[config.mk]
export PLATFORM = sky130hd
export DESIGN_NAME = fc_argmax
export DESIGN_NICKNAME = d
export VERILOG_FILES = /design/src/rtl/cnn_pkg.sv /design/src/rtl/fc_argmax_rise_detect.sv /design/src/rtl/fc_argmax.sv
export SDC_FILE = /design/constraint.sdc
export NUM_CORES = 2
export LEC_CHECK = 0
export CAP_MARGIN = 5
export CELL_PAD_IN_SITES_DETAIL_PLACEMENT = 1
export CELL_PAD_IN_SITES_GLOBAL_PLACEMENT = 1
export CORE_ASPECT_RATIO = 0.8
export CORE_MARGIN = 5
export CORE_UTILIZATION = 25
export CTS_CLUSTER_SIZE = 30
export DETAILED_ROUTE_END_ITERATION = 6
export PLACE_DENSITY = 0.69
export SLEW_MARGIN = 20
export SYNTH_ARGS = -nofsm -noshare
export SYNTH_HDL_FRONTEND = slang
export SYNTH_SLANG_ARGS = --single-unit
[constraint.sdc]
create_clock -name clk -period 4.15 [get_ports clk]
set_input_delay 1.0375 -clock clk [delete_from_list [all_inputs] [get_ports clk]]
set_output_delay 1.0375 -clock clk [all_outputs]
set_load 0.005 [all_outputs]
[src/rtl/cnn_pkg.sv]
// Shared constants and types for the classification stage that follows the FC layer.
// Scores are full-width signed values; indices cover all class positions.
package cnn_pkg;

    localparam int SCORE_WIDTH = 113;
    localparam int NUM_CLASSES = 10;
    localparam int IDX_WIDTH   = 4;

    typedef logic signed [SCORE_WIDTH-1:0] score_t;
    typedef logic        [IDX_WIDTH-1:0]   idx_t;

    typedef enum logic [1:0] {
        IDLE,
        SCAN,
        DONE
    } argmax_state_t;

    localparam idx_t LAST_IDX = idx_t'(NUM_CLASSES - 1);

    // Strict signed compare: a tie never displaces the earlier (lower) index.
    function automatic logic beats(input score_t cand, input score_t best);
        return cand > best;
    endfunction

endpackage

[src/rtl/fc_argmax_rise_detect.sv]
// Registered rising-edge detector. The delay register's reset value is a parameter,
// so a level already high at reset release can be kept from looking like an edge.
module rise_detect #(
    parameter logic RESET_VAL = 1'b0
) (
    input  logic clk,
    input  logic rst,
    input  logic sig_i,
    output logic rise_o
);

    logic sig_q;

    // NOTE: sequential state is assigned with <= so every flop samples pre-edge values.
    always_ff @(posedge clk or negedge rst) begin
        if (!rst) begin
            sig_q <= RESET_VAL;
        end else begin
            sig_q <= sig_i;
        end
    end

    assign rise_o = sig_i & ~sig_q;

endmodule

[src/rtl/fc_argmax.sv]
// Argmax over the ten FC class scores: snapshot on fc_done rising edge, then one
// signed compare per cycle, then a one-cycle valid pulse with the winning index/score.
module fc_argmax
    import cnn_pkg::*;
(
    input  logic                          clk,
    input  logic                          rst,
    input  logic                          fc_done,
    input  logic signed [SCORE_WIDTH-1:0] prob_0,
    input  logic signed [SCORE_WIDTH-1:0] prob_1,
    input  logic signed [SCORE_WIDTH-1:0] prob_2,
    input  logic signed [SCORE_WIDTH-1:0] prob_3,
    input  logic signed [SCORE_WIDTH-1:0] prob_4,
    input  logic signed [SCORE_WIDTH-1:0] prob_5,
    input  logic signed [SCORE_WIDTH-1:0] prob_6,
    input  logic signed [SCORE_WIDTH-1:0] prob_7,
    input  logic signed [SCORE_WIDTH-1:0] prob_8,
    input  logic signed [SCORE_WIDTH-1:0] prob_9,
    output logic                          busy,
    output logic                          class_valid,
    output logic        [IDX_WIDTH-1:0]   class_idx,
    output logic signed [SCORE_WIDTH-1:0] max_score,
    output logic                          overrun
);

    argmax_state_t state_q, state_d;
    score_t        buf_q [NUM_CLASSES];
    score_t        prob_a [NUM_CLASSES];
    score_t        best_q, best_d;
    idx_t          best_idx_q, best_idx_d;
    idx_t          k_q, k_d;
    logic          busy_q, busy_d;
    logic          valid_q, valid_d;
    idx_t          class_idx_q, class_idx_d;
    score_t        max_score_q, max_score_d;
    logic          overrun_q, overrun_d;
    logic          start;
    logic          load;

    assign prob_a[0] = prob_0;
    assign prob_a[1] = prob_1;
    assign prob_a[2] = prob_2;
    assign prob_a[3] = prob_3;
    assign prob_a[4] = prob_4;
    assign prob_a[5] = prob_5;
    assign prob_a[6] = prob_6;
    assign prob_a[7] = prob_7;
    assign prob_a[8] = prob_8;
    assign prob_a[9] = prob_9;

    // Reset value 1: fc_done held high across reset release must not start a scan.
    rise_detect #(
        .RESET_VAL (1'b1)
    ) u_start_det (
        .clk    (clk),
        .rst    (rst),
        .sig_i  (fc_done),
        .rise_o (start)
    );

    always_comb begin
        // NOTE: every variable gets a default first so no path can infer a latch.
        state_d     = state_q;
        best_d      = best_q;
        best_idx_d  = best_idx_q;
        k_d         = k_q;
        busy_d      = busy_q;
        valid_d     = 1'b0;
        class_idx_d = class_idx_q;
        max_score_d = max_score_q;
        overrun_d   = overrun_q;
        load        = 1'b0;

        if (start && (state_q != IDLE)) begin
            overrun_d = 1'b1;
        end

        unique case (state_q)
            IDLE: begin
                if (start) begin
                    load       = 1'b1;
                    best_d     = prob_a[0];
                    best_idx_d = '0;
                    k_d        = idx_t'(1);
                    busy_d     = 1'b1;
                    state_d    = SCAN;
                end
            end
            SCAN: begin
                if (beats(buf_q[k_q], best_q)) begin
                    best_d     = buf_q[k_q];
                    best_idx_d = k_q;
                end
                k_d = k_q + idx_t'(1);
                if (k_q == LAST_IDX) begin
                    state_d = DONE;
                end
            end
            DONE: begin
                class_idx_d = best_idx_q;
                max_score_d = best_q;
                valid_d     = 1'b1;
                busy_d      = 1'b0;
                k_d         = '0;
                state_d     = IDLE;
            end
            default: begin
                state_d = IDLE;
            end
        endcase
    end

    always_ff @(posedge clk or negedge rst) begin
        if (!rst) begin
            state_q     <= IDLE;
            best_q      <= '0;
            best_idx_q  <= '0;
            k_q         <= '0;
            busy_q      <= 1'b0;
            valid_q     <= 1'b0;
            class_idx_q <= '0;
            max_score_q <= '0;
            overrun_q   <= 1'b0;
        end else begin
            state_q     <= state_d;
            best_q      <= best_d;
            best_idx_q  <= best_idx_d;
            k_q         <= k_d;
            busy_q      <= busy_d;
            valid_q     <= valid_d;
            class_idx_q <= class_idx_d;
            max_score_q <= max_score_d;
            overrun_q   <= overrun_d;
        end
    end

    // NOTE: the snapshot buffer is cleared on reset so no stale scores outlive an abort.
    always_ff @(posedge clk or negedge rst) begin
        if (!rst) begin
            for (int i = 0; i < NUM_CLASSES; i++) begin
                buf_q[i] <= '0;
            end
        end else if (load) begin
            for (int i = 0; i < NUM_CLASSES; i++) begin
                buf_q[i] <= prob_a[i];
            end
        end
    end

    assign busy        = busy_q;
    assign class_valid = valid_q;
    assign class_idx   = class_idx_q;
    assign max_score   = max_score_q;
    assign overrun     = overrun_q;

endmodule

==> results.sh <==
export IMPL_die_y_um=461
export IMPL_p_leak_nw=44.0
export IMPL_synth_seq_cells=1374
export IMPL_fillCellCount=28594
export IMPL_pin_count=1253
export IMPL_async_reset_ff_share_pct=100
export IMPL_layout_nets=9295
export IMPL_synth_edf_count=0
export IMPL_globalplace_congestion=0.911
export IMPL_fin_skew_ns=0.0509
export IMPL_die_width_um=574
export IMPL_placementRows=165
export IMPL_gr_total_overflow=0
export IMPL_ant_nets=0
export IMPL_arrival_ns=5.63
export IMPL_dr_pass1_iters=5
export IMPL_cts_tree="built"
export IMPL_synth_compound_area_share_pct=2.34
export IMPL_cts_root_buffer="clkbuf_16"
export IMPL_place_ws_ns=-1.24
export IMPL_max_freq_mhz=202
export IMPL_final_common_cell="nand2_1"
export IMPL_holdBufCountCts=0
export IMPL_instances_no_fill=11536
export IMPL_first_global_vias=59128
export IMPL_synthAdderAreaFrac_pct=2.34
export IMPL_via_count=55278
export IMPL_hpwl_um=242000
export IMPL_layout_setup_ws_ns=-0.794
export IMPL_rr_worst_depth=21
export IMPL_path_clk_slew_ns=0.06
export IMPL_power_density_nw_per_um2=798
export IMPL_ys_flop_type="dfrtp_1"
export IMPL_vdd_drop_max_mv=0.335
export IMPL_hold_path_class="in2async"
export IMPL_core_area_um2=253000
export IMPL_area_growth_pct=41.4
export IMPL_power_mw=71.9
export IMPL_die_area_um2=265000
export IMPL_synthesis_area_um2=63700
export IMPL_setup_viol=117
export IMPL_synth_xor_area_share_pct=0
export IMPL_critPathMaxFanout=8
export IMPL_hold_violations=0
export IMPL_io_buffer_count=1252
export IMPL_maxCapViolCount=0
export IMPL_grt_pass1_wl_um=441000
export IMPL_syn_avg_cell_area_um2=9.70
export IMPL_rsz0062_at_grt="true"
export IMPL_synth_warnings=0
export IMPL_clk_latency_ns=0.82
export IMPL_yosys_area_share_simple_pct=21.0
export IMPL_wl_um=312000
export IMPL_viasPerCell=4.79
export IMPL_status="finished, violations left"
export IMPL_critPathRequiredTime_ns=4.84
export IMPL_synth_mux_area_share_pct=17.2
export IMPL_grt_max_degree=118
export IMPL_path_class="reg2reg"
export IMPL_dp_cells=11138
export IMPL_fin_crit_ns=4.94
export IMPL_drc_errors=0
export IMPL_final_cell_mix="3435 x nand2_1, 1370 x dfrtp_1, 1251 x clkdlybuf4s50_1"
export IMPL_initial_core_util_pct=25.2
export IMPL_endpoint_kind="flip-flop"
export IMPL_tightest_slew_ns=0.997
export IMPL_synth_cells=6563
export IMPL_clock_sinks=1374
export IMPL_slew_viol_final=0
export IMPL_startpoint_type="flip-flop"
export IMPL_clock_path_buffers=4
export IMPL_final_layout_size_suffix_gt1_share_pct=14.0
export IMPL_synth_top_family_by_area="simple AND/OR/NAND/NOR gates"
export IMPL_timing_slew_headroom_pct=33.5
export IMPL_antenna_found_initial=113
export IMPL_synth_distinct_cells=49
export IMPL_ys_seq_area_share_pct=54.0
export IMPL_h_tree_depth=4
export IMPL_fin_crit_sh_pct=119
export IMPL_synth_fp_nets=7815
export IMPL_drt_iter0_markers=4139
export IMPL_gr_usage_all_layers_pct=22.8
export IMPL_violations="setup timing"
export IMPL_cts_buffers=165
export IMPL_routedWlPerCell_um=27.0
-- layout make-up --
class                      instances  area [µm²]  area share [%]
inverter                         124         473           0.525
tap                             3340        4180            4.64
sequential                      1374       34400            38.2
clock inverter                    49         636           0.706
antenna                           43         108           0.119
multi-input combinational       4672       27900            31.0
timing repair buffer            1706       17700            19.6
clock buffer                     228        4670            5.18
-- routing by layer --
metal / vias to the layer above / wire length [µm] / global-route usage (%)
met4: 74 / 10200 / 7.27
met5: - / 488 / 0
met2: 1942 / 137000 / 34.6
met1: 28370 / 142000 / 32.1
met3: 481 / 22200 / 5.27
li1: 24411 / - / -
-- registers in the layout, indices dropped and copies added (netlist names), 2 cells and up --
register	count
best_idx_q	4
best_q	113
buf_q	1130
class_idx	4
k_q	4
max_score	113
state_q	2
-- final timing paths --
path / start / end / slack, ns
min reg2reg: buf_q[814]$_DFFE_PN0P_ / buf_q[814]$_DFFE_PN0P_ / 0.47
min in group clk: buf_q[814]$_DFFE_PN0P_ / buf_q[814]$_DFFE_PN0P_ / 0.47
max: k_q[0]$_DFFE_PN0P_ / best_q[93]$_DFFE_PN0P_ / -0.79
min: rst / buf_q[1036]$_DFFE_PN0P_ / 0.19
max in group asynchronous: rst / buf_q[637]$_DFFE_PN0P_ / 2.61
max reg2reg: k_q[0]$_DFFE_PN0P_ / best_q[93]$_DFFE_PN0P_ / -0.79
-- cell families after synthesis --
kind of cell	Yosys count
buffers and inverters	517
flip-flops	1374
adder cells (fa/ha/maj)	119
multiplexers	796
AND/OR/NAND/NOR	3517
AO/OA/AOI/OAI	240
-- Yosys cell counts (2+ instances only) --
| cell type | n | area (µm²) |
|---|---|---|
| nand2_1 | 3435 | 12900 |
| dfrtp_1 | 1373 | 34400 |
| mux2i_1 | 451 | 4510 |
| clkbuf_1 | 329 | 1230 |
| mux4_2 | 226 | 5090 |
| inv_1 | 123 | 462 |
| ha_1 | 119 | 1490 |
| mux2_2 | 118 | 1330 |
| o22ai_1 | 113 | 707 |
| a21oi_1 | 57 | 285 |
| buf_1 | 41 | 154 |
| o21ai_0 | 26 | 130 |
| nand4_1 | 23 | 144 |
| nor2_1 | 19 | 71.3 |
| buf_2 | 11 | 55.1 |
| nor3_1 | 9 | 45.0 |
| a21o_1 | 8 | 60.1 |
| buf_6 | 8 | 90.1 |
| nand3_1 | 8 | 40.0 |
| nor4_1 | 7 | 43.8 |
| a211oi_1 | 6 | 45.0 |
| a221oi_1 | 4 | 35.0 |
| buf_4 | 4 | 30.0 |
| nand2b_1 | 4 | 25.0 |
| or4_1 | 4 | 30.0 |
| a211o_1 | 3 | 26.3 |
| a311oi_1 | 3 | 26.3 |
| o211ai_1 | 3 | 22.5 |
| o41ai_1 | 3 | 26.3 |
| a22oi_1 | 2 | 15.0 |
| and4_1 | 2 | 17.5 |
| nand4b_1 | 2 | 17.5 |
| o21bai_1 | 2 | 15.0 |
| or2_2 | 2 | 12.5 |
-- report_power, final --
part	total [mW]	switching [mW]	leakage, nW	internal [mW]
clock	14.7	6.08	2.61	8.65
combinational	32.0	16.4	24.6	15.6
sequential	25.2	4.98	16.9	20.2
-- stage by stage --
| stage | utilization (%) | setup TNS (ns) | cell area [µm²] | hold WS, ns |
|---|---|---|---|---|
| after detailed placement | 32.7 | -134.82 | 82800 | 0.458 |
| final | 35.6 | -81.93 | 90100 | 0.192 |
| after floorplan | - | 0 | 63700 | 0.440 |
| after CTS | 35.4 | -80.76 | 89700 | 0.210 |
| after global routing | 35.6 | -101.18 | 90000 | 0.205 |
| after global placement | 32.7 | -128.40 | 82800 | 0.452 |
-- worst max-delay path: stages (launching register included) --
cell       delay [ns]
dfrtp_4          0.51
buf_12           0.16
buf_12           0.13
clkbuf_16        0.18
buf_6            0.14
mux4_2           0.42
mux2i_1          0.16
o22ai_1          0.12
ha_1             0.33
a21oi_2          0.17
o21ai_2          0.08
a221oi_2         0.27
buf_4            0.21
o211ai_1         0.14
a211o_2          0.42
a211o_1          0.36
o221ai_4         0.21
buf_12           0.15
buf_16           0.16
buf_12           0.14
buf_12           0.13
mux2i_1          0.20
-- timing repair --
| item | in CTS | in global routing |
|---|---|---|
| buffers inserted | 60 | 15 |
| endpoints found under the setup margin | 117 | 117 |
| cloned | 13 | 1 |
| pin swaps | 39 | 38 |
| resized for setup | 118 | 67 |
Power figures use the tool's default switching activity.
